## src/rtl/dadda_mac_accum.sv

```systemverilog
// dadda_mac_accum: dot-product accumulator behind a free-running 8x8 Dadda
// multiplier. A tag pipe tracks which multiplier output cycles carry real
// products. Vector results are queued in a 2-entry FIFO. Credits throttle
// upstream issue so that a completed vector always finds a free FIFO slot.
module dadda_mac_accum #(
    parameter int MUL_LAT = 6,   // multiplier latency in cycles
    parameter int ACC_W   = 24,  // accumulator / result width, >= 16
    parameter int CNT_W   = 8    // beat counter width
) (
    input  logic             clk,
    input  logic             rst,
    input  logic             in_valid,
    input  logic             in_last,
    output logic             in_ready,
    input  logic [15:0]      prod,
    output logic             out_valid,
    input  logic             out_ready,
    output logic [ACC_W-1:0] out_acc,
    output logic [CNT_W-1:0] out_count,
    output logic             out_ovf
);

    localparam int SUM_W = ACC_W + 1;
    // Wide enough to hold the FIFO occupancy plus every last tag in flight.
    localparam int LW    = $clog2(MUL_LAT + 3);

    typedef struct packed {
        logic [ACC_W-1:0] acc;
        logic [CNT_W-1:0] cnt;
        logic             ovf;
    } result_t;

    logic               rst_q;
    logic               accept;
    logic [MUL_LAT-1:0] tag_valid;
    logic [MUL_LAT-1:0] tag_last;
    logic               tag_out_valid;
    logic               tag_out_last;

    logic               first;
    logic [ACC_W-1:0]   acc;
    logic [CNT_W-1:0]   cnt;
    logic               ovf;
    logic [ACC_W-1:0]   base;
    logic [SUM_W-1:0]   sum;
    logic [ACC_W-1:0]   acc_next;
    logic [CNT_W-1:0]   cnt_next;
    logic               ovf_next;

    result_t            mem [2];
    result_t            head;
    logic               rd_ptr;
    logic               wr_ptr;
    logic [1:0]         fifo_count;
    logic               push;
    logic               pop;

    logic [LW-1:0]      lasts_in_flight;
    logic [LW-1:0]      used;

    assign accept        = in_valid && in_ready;
    assign tag_out_valid = tag_valid[MUL_LAT-1];
    assign tag_out_last  = tag_last[MUL_LAT-1];
    assign push          = tag_out_valid && tag_out_last;
    assign out_valid     = (fifo_count != 2'd0);
    assign pop           = out_valid && out_ready;

    // Registered copy of reset, holding off issue for one cycle after reset.
    always_ff @(posedge clk) begin
        // NOTE: state registers use non-blocking assignments so every flop
        // samples the pre-edge values regardless of block ordering.
        rst_q <= rst;
    end

    // Tag pipe: mirrors the multiplier latency, shifts every cycle, never stalls.
    always_ff @(posedge clk) begin
        if (rst) begin
            tag_valid <= '0;
            tag_last  <= '0;
        end else begin
            for (int i = MUL_LAT - 1; i > 0; i--) begin
                tag_valid[i] <= tag_valid[i-1];
                tag_last[i]  <= tag_last[i-1];
            end
            tag_valid[0] <= accept;
            tag_last[0]  <= in_last;
        end
    end

    // Accumulator datapath: restart from zero on the first beat of a vector.
    always_comb begin
        // NOTE: every output of a combinational block is assigned on every
        // path (here unconditionally) so no latch is inferred.
        base     = first ? '0 : acc;
        sum      = {1'b0, base} + SUM_W'(prod);
        acc_next = sum[ACC_W-1:0];
        ovf_next = (first ? 1'b0 : ovf) | sum[ACC_W];
        if (first)
            cnt_next = CNT_W'(1);
        else if (&cnt)
            cnt_next = cnt;
        else
            cnt_next = cnt + CNT_W'(1);
    end

    // Accumulator state: updated only on cycles whose product is real.
    always_ff @(posedge clk) begin
        if (rst) begin
            acc   <= '0;
            cnt   <= '0;
            ovf   <= 1'b0;
            first <= 1'b1;
        end else if (tag_out_valid) begin
            acc   <= acc_next;
            cnt   <= cnt_next;
            ovf   <= ovf_next;
            first <= tag_out_last;
        end
    end

    // Result FIFO control: pointers and occupancy.
    always_ff @(posedge clk) begin
        if (rst) begin
            rd_ptr     <= 1'b0;
            wr_ptr     <= 1'b0;
            fifo_count <= 2'd0;
        end else begin
            if (push)
                wr_ptr <= ~wr_ptr;
            if (pop)
                rd_ptr <= ~rd_ptr;
            case ({push, pop})
                2'b10:   fifo_count <= fifo_count + 2'd1;
                2'b01:   fifo_count <= fifo_count - 2'd1;
                default: fifo_count <= fifo_count;
            endcase
        end
    end

    // Result FIFO storage. When full, a push lands in the slot being popped.
    always_ff @(posedge clk) begin
        // NOTE: the storage array has no reset; occupancy is reset instead and
        // the outputs are gated by out_valid, so stale entries never show.
        if (push)
            mem[wr_ptr] <= '{acc: acc_next, cnt: cnt_next, ovf: ovf_next};
    end

    assign head      = mem[rd_ptr];
    assign out_acc   = out_valid ? head.acc : '0;
    assign out_count = out_valid ? head.cnt : '0;
    assign out_ovf   = out_valid ? head.ovf : 1'b0;

    // Credit check: two slots minus queued results minus vectors still in flight.
    always_comb begin
        lasts_in_flight = '0;
        for (int i = 0; i < MUL_LAT; i++)
            lasts_in_flight = lasts_in_flight + LW'(tag_valid[i] & tag_last[i]);
        used     = LW'(fifo_count) + lasts_in_flight;
        in_ready = (used < LW'(2)) && !rst_q;
    end

endmodule

```

## config.mk

```make
export PLATFORM = sky130hd
export DESIGN_NAME = dadda_mac_accum
export DESIGN_NICKNAME = d
export VERILOG_FILES = /design/src/rtl/dadda_mac_accum.sv
export SDC_FILE = /design/constraint.sdc
export NUM_CORES = 1
export LEC_CHECK = 0
export ABC_AREA = 1
export CORE_MARGIN = 8
export CORE_UTILIZATION = 54
export CTS_BUF_LIST = sky130_fd_sc_hd__clkbuf_4 sky130_fd_sc_hd__clkbuf_8
export DETAILED_ROUTE_END_ITERATION = 8
export PLACE_DENSITY = 0.78
export RECOVER_POWER = 50
export SKIP_CTS_REPAIR_TIMING = 1
export SLEW_MARGIN = 20
export SYNTH_ARGS = -nofsm -noshare
export SYNTH_HDL_FRONTEND = slang
export SYNTH_SLANG_ARGS = --single-unit
```

## constraint.sdc

```tcl
create_clock -name clk -period 3.02 [get_ports clk]
set_input_delay 0.453 -clock clk [delete_from_list [all_inputs] [get_ports clk]]
set_output_delay 0.453 -clock clk [all_outputs]
set_load 0.02 [all_outputs]
```

==> results.yml, run 1 <==
outcome:
  run_status: "finished, violations left"
  failed_checks: "max-capacitance violations, max-slew violations, negative setup slack"
placement:
  finalWeightedCongestion: 0.908
  placement.io_buffers: 55
  detailed_place_hpwl_um: 10800
  postPlaceCellArea_um2: 6990
  pre_cts_slack_ps: -715
floorplan:
  die_area_um2: 15300
  floorplan.die.width_um: 124
  core.rowCount: 39
  die-height_um: 124
  effective_utilization_at_floorplan_pct: 55.3
  placeable_core_region_um2: 11400
  num_io_pins: 56
grt:
  grt_pass1_vias: 5015
  initial_antenna_violation_count: 0
  grt_start_max_net_pins: 40
  globalRouteTotalUtil_pct: 20.3
  grt_pass1_wl_um: 24000
  globalRoute.totalOverflow: 0
routing:
  route.detailed.vias_per_inst: 5.15
  detail_route.wirelength_um: 14900
  detail_route.drc_violations: 0
  drt-wirelength-per-cell_um: 14.6
  route.vias.total: 5261
  route.antenna.remaining_nets: 0
  initialDrtViolationCount: 424
  first_pass_iters: 6
power_and_ir_drop:
  combinationalPowerShare_pct: 3.5
  clkPwrFrac_pct: 45.9
  cell_leakage_power_nw: 3.25
  power.density_nw_per_um2: 454
  switching_share_pct: 22.9
  net_load_switching_power_uw: 768
  total_power_mw: 3.35
  worst_vdd_ir_mv: 0.306
  power_report.internal_total_mw: 2.58
  pwr-share-seq_pct: 50.6
synth:
  synthDistinctLibCells: 37
  synthesis.area_um2: 6280
  synth_cells: 806
  syn_area_per_cell_um2: 7.80
  ff_latch_count_synth: 118
  register_area_share_after_synthesis_pct: 48.1
  synth_nets: 852
  synth-warning-count: 0
setup_path:
  setup.worst_path.start_class: "flip-flop"
  cp_data_required_time_ps: 2570
  crit_arrival_ps: 3300
  critical_path_peak_fanout: 2
  cp-end-kind: "primary output"
  critical_path_class: "reg2out"
cts:
  tritoncts: "built"
  path_clk_slew_ps: 70
  maximum_level_of_the_cts_h_tree: 4
  cts_made_buffers: 17
  insertion_delay_ps: 440
  tritoncts_num_sinks: 118
  clockRootBuffer: "clkbuf_8"
  clock_path_buffers: 2
finish:
  area.growth.synth_to_final_pct: 17.4
  diodes: 0
  final_cell_mix: "222 x nand2_1, 130 x inv_1, 80 x nor2_1, 73 x a21oi_1, 66 x edfxtp_1"
  fraction_of_layout_instances_using_a_drive_strength_above_1_pct: 7.96
  most_common_cell_after_layout_fill_and_taps_aside: "nand2_1"
  fillers: 983
  final_design_area_no_fill_um2: 7370
  fin_util_pct: 64.9
  finish.net_count: 912
timing:
  fmax_mhz: 266
  setup_viol: 36
  finalMaxSlewViolations: 144
  ratio_of_final_minimum_period_to_clock_period_pct: 124
  post-route-min-period_ps: 3750
  slew-limit-headroom_pct: -25.2
  finalHoldViolations: 0
  grt_setup_unrepaired: "true"
  timing_worst_slew_pin_value_ps: 1880
  clock-skew-final_ps: 13.3
  setup_slack_ps: -734
min_path:
  min_path_type: "reg2reg"
flow_run:
  total_of_max_cap_violations: 4
## critical path, cell delays in order, from the launching register on
cell	delay, ps
dfxtp_2	330
nand2_2	60
inv_2	40
fa_1	520
inv_2	50
fa_1	510
inv_1	40
ha_1	260
nand2_1	50
nand2_2	80
inv_2	40
fa_2	510
o211ai_1	100
a21oi_2	150
buf_6	140
## flip-flops by register name (all words and copies together) (netlist names), named ones only
signal and count:
rd_ptr 1, mem 66, cnt 8, acc 24, rst_q 1, wr_ptr 1, first 1, tag_valid 6
tag_last 6, ovf 1, fifo_count 2
## routing by layer
| layer | up-vias | wire length [um] | GRT usage (%) |
|---|---|---|---|
| li1 | 2677 | - | - |
| met1 | 2415 | 6780 | 26.6 |
| met2 | 150 | 6860 | 32.1 |
| met3 | 19 | 989 | 4.58 |
| met4 | 0 | 239 | 7.52 |
| met5 | - | 0 | 0 |
## cell type report
type / instances / area [um2] / share of cell area [%]
sequential: 118 / 3030 / 41.0
multi-input combinational: 527 / 2620 / 35.6
timing repair buffer: 67 / 616 / 8.35
inverter: 135 / 508 / 6.89
clock buffer: 18 / 248 / 3.36
tap: 143 / 179 / 2.43
clock inverter: 14 / 174 / 2.36
## power by group through the flow
stage,clock [mW],sequential [mW],combinational (mW)
6_report,1.54,1.69,0.116
4_1_cts,1.55,1.69,0.115
5_1_grt,1.62,1.69,0.127
2_1_floorplan,0,1.73,0.0620
3_5_place_dp,0,1.73,0.115
3_3_place_gp,0,1.73,0.112
## stage by stage
| step | setup TNS [ps] | hold WS, ps | cells |
|---|---|---|---|
| 2_1_floorplan | -72.8 | 403 | 806 |
| 4_1_cts | -1210 | 423 | 1021 |
| 3_3_place_gp | -617 | 407 | 989 |
| 5_1_grt | -22460 | 424 | 1022 |
| 3_5_place_dp | -715 | 411 | 989 |
| 6_report | -11250 | 414 | 1022 |
## cells in the mapped netlist (all sizes together)
cell / count / area, um2
nand3b: 6 / 45.0
o22ai: 1 / 6.26
a21oi: 74 / 370
dfxtp: 52 / 1040
nand2: 226 / 853
nand3: 42 / 235
nor4: 1 / 6.26
o21ai: 29 / 145
a211oi: 1 / 12.5
and3: 1 / 6.26
or2: 4 / 25.0
xor2: 11 / 96.3
nand4: 6 / 43.8
buf: 6 / 41.3
inv: 135 / 514
nor3b: 1 / 7.51
nor3: 7 / 45.0
ha: 21 / 263
nor2: 88 / 358
o211ai: 2 / 15.0
clkbuf: 20 / 75.1
xnor2: 1 / 8.76
o21bai: 1 / 7.51
edfxtp: 66 / 1980
fa: 4 / 80.1
## worst paths after layout
check	start	endpoint	slack, ps	cells after the start
min	tag_valid[3]$_SDFF_PP0_	tag_valid[4]$_SDFF_PP0_	410	2
min reg2reg	tag_valid[3]$_SDFF_PP0_	tag_valid[4]$_SDFF_PP0_	410	2
max reg2reg	first$_SDFFE_PP1P_	mem[1][32]$_DFFE_PP_	-10	10
max	tag_last[0]$_SDFF_PP0_	in_ready	-730	14
## cell families after synthesis
kind of cell,after synthesis,share of synthesized area (%)
buffers and inverters,161,10.0
XOR/XNOR,12,1.67
adder cells (fa/ha/maj),25,5.46
flip-flops,118,48.1
AND/OR/NAND/NOR,382,25.9
AO/OA/AOI/OAI,108,8.86
Note: power is estimated with default switching activity, not from simulation.
==> run 2, diff against run 1 <==
--- a/config.mk
+++ b/config.mk
@@ -6,7 +6,6 @@
 export NUM_CORES = 1
 export LEC_CHECK = 0
 export ABC_AREA = 1
-export CORE_MARGIN = 8
 export CORE_UTILIZATION = 54
 export CTS_BUF_LIST = sky130_fd_sc_hd__clkbuf_4 sky130_fd_sc_hd__clkbuf_8
 export DETAILED_ROUTE_END_ITERATION = 8
==> run 2 against run 1 <==
  * The flow still finishes with violations (max-capacitance violations, max-slew violations, negative setup slack)
  * Sequential cell count is the same
  * Register-to-register slack lost 120 ps
  * Cell count grew 0.29%
  * Non-clock buffer count grew 3
  * Utilization shrank 0.055 points
  * Worst setup slack lost 88 ps
  * Routed wire length shrank 5.1%
  * Die area shrank 21%
  * Hold slack gained 8.5 ps
  * Power shrank 6.5%
  * Critical path depth is the same
  * Combinational power is essentially flat
  * Critical endpoint unchanged
==> results.yml, run 2 (synthesis results as in run 1) <==
power_and_ir_drop:
  total_power_mw: 3.13
  worst_vdd_ir_mv: 0.246
  cell_leakage_power_nw: 3.27
  power.density_nw_per_um2: 424
routing:
  detail_route.wirelength_um: 14100
  initialDrtViolationCount: 331
  route.antenna.remaining_nets: 0
  route.detailed.vias_per_inst: 5.14
  route.vias.total: 5269
  first_pass_iters: 5
  drt-wirelength-per-cell_um: 13.8
  detail_route.drc_violations: 0
min_path:
  min_path_type: "reg2reg"
  whs_endpoint: "tag_valid[4]$_SDFF_PP0_"
  timing.hold.worst.start: "tag_valid[3]$_SDFF_PP0_"
  whs_path_depth: 2
timing:
  timing_worst_slew_pin_value_ps: 1850
  slew-limit-headroom_pct: -23.5
  grt_setup_unrepaired: "true"
  ratio_of_final_minimum_period_to_clock_period_pct: 127
  post-route-min-period_ps: 3840
  timing.hold.ws_ps: 422
  setup_slack_ps: -822
  setup_viol: 36
  fmax_mhz: 260
  setup-tns-final_ps: -10860
  finalHoldViolations: 0
  finalMaxSlewViolations: 144
  clock-skew-final_ps: 10.4
finish:
  diodes: 0
  fillers: 993
  largest_reg_flops: 66
  most_common_cell_after_layout_fill_and_taps_aside: "nand2_1"
  finish.net_count: 915
  area.growth.synth_to_final_pct: 17.3
  fraction_of_layout_instances_using_a_drive_strength_above_1_pct: 8.84
  final_cell_mix: "220 x nand2_1, 129 x inv_1, 80 x nor2_1, 73 x a21oi_1, 66 x edfxtp_1"
  regMostFlops: "mem"
  layoutNonFillerInstCount: 1025
  top_regs: "mem x66, acc x24, cnt x8"
grt:
  globalRoute.totalOverflow: 0
  grt_pass1_wl_um: 22700
  grt_pass1_vias: 4869
  globalRouteTotalUtil_pct: 25.1
  initial_antenna_violation_count: 0
  grt_start_max_net_pins: 40
setup_path:
  crit_arrival_ps: 3390
  reg2reg_depth: 16
  critical_path_peak_fanout: 2
  reg2reg_setup_slack_ps: -130
  cp_common_cell: "inv_2"
  setup.worst_path.start_class: "flip-flop"
  critical_path.max_stage_delay_ps: 540
  critical_path.cell_chain: "nand2_2 > inv_2 > fa_1 > inv_2 > fa_1 > inv_2 > ha_4 > nand2_2 > nand2_2 > inv_2 > fa_2 > o211ai_1 > a21oi_2 > buf_6"
  reg2reg_to: "tag_valid[0]$_SDFF_PP0_"
  worst_r2r_startpoint: "tag_valid[0]$_SDFF_PP0_"
  cp_data_required_time_ps: 2570
  timing.critical_path.slowest_stage_cell: "fa_2"
  cp-end-kind: "primary output"
  critical_path_class: "reg2out"
cts:
  path_clk_slew_ps: 70
  maximum_level_of_the_cts_h_tree: 4
  cts_made_buffers: 17
  tritoncts: "built"
  insertion_delay_ps: 430
  clockRootBuffer: "clkbuf_8"
  clock_path_buffers: 2
  tritoncts_num_sinks: 118
outcome:
  failed_checks: "max-capacitance violations, max-slew violations, negative setup slack"
  run_status: "finished, violations left"
floorplan:
  placeable_core_region_um2: 11400
  num_io_pins: 56
  floorplan.die.width_um: 110
  core.rowCount: 39
  die-height_um: 110
  effective_utilization_at_floorplan_pct: 55.3
  die_area_um2: 12100
placement:
  detailed_place_hpwl_um: 10200
  pre_cts_slack_ps: -745
  placement.io_buffers: 55
  numPlacedInstances: 992
  finalWeightedCongestion: 0.904
flow_run:
  total_of_max_cap_violations: 4
## run 2: cell count changes in the layout (fill, tap and decap cells not counted), moves of 4 or more
cell / delta
clkinv_4: +5
clkinvlp_4: -5
clkinv_2: +4
buf_4: +4
## run 2: worst max-delay path: cells and delay by family, from the launching register on
kind,cells,cell delay (ps)
DFF,1,330
and+or+nand+nor,3,200
buffers and inverters,5,310
adders and majority gates,4,1830
AOI/OAI and AO/OA,2,300
## run 2: stage by stage
| stage | area, um2 | utilization, % |
|---|---|---|
| after floorplan | 6290 | - |
| after global placement | 7010 | 61.7 |
| after detailed placement | 7010 | 61.7 |
| after CTS | 7380 | 64.9 |
| after global routing | 7370 | 64.8 |
| final | 7370 | 64.8 |
## run 2: how the worst max path moves through the flow
stage                             from  cells after the start        to  slack [ps]
2_1_floorplan  tag_valid[4]$_SDFF_PP0_                     13  in_ready         -70
3_3_place_gp   tag_valid[4]$_SDFF_PP0_                     14  in_ready        -610
3_5_place_dp   tag_valid[4]$_SDFF_PP0_                     14  in_ready        -740
4_1_cts        tag_valid[4]$_SDFF_PP0_                     14  in_ready       -1230
5_1_grt         tag_last[0]$_SDFF_PP0_                     14  in_ready        -920
6_report       tag_valid[0]$_SDFF_PP0_                     14  in_ready        -820
## run 2: routing by layer
metal | track usage, % | vias up | routed length [um] | share of wire, %
met2 | 40.4 | 158 | 6550 | 46
met1 | 33.8 | 2399 | 6490 | 46
met4 | 9.43 | 0 | 314 | 2.2
met3 | 4.39 | 27 | 767 | 5.4
met5 | 0 | - | 0 | 0
li1 | - | 2685 | - | -
## run 2: layout make-up
| type | count | area [um2] | share of cell area [%] |
|---|---|---|---|
| clock buffers | 17 | 234 | 3.18 |
| clock inverters | 15 | 131 | 1.78 |
| inverters | 135 | 514 | 6.98 |
| multi-input cells | 527 | 2640 | 35.8 |
| flip-flops and latches | 118 | 3030 | 41.1 |
| well taps | 143 | 179 | 2.43 |
| repair buffers | 70 | 642 | 8.71 |
## run 2: where the power goes
part	switching (mW)	total (mW)	leakage, nW	internal, mW
clock	0.664	1.31	0.186	0.651
combinational	0.0713	0.119	2.06	0.0473
sequential	0.00341	1.69	1.03	1.69
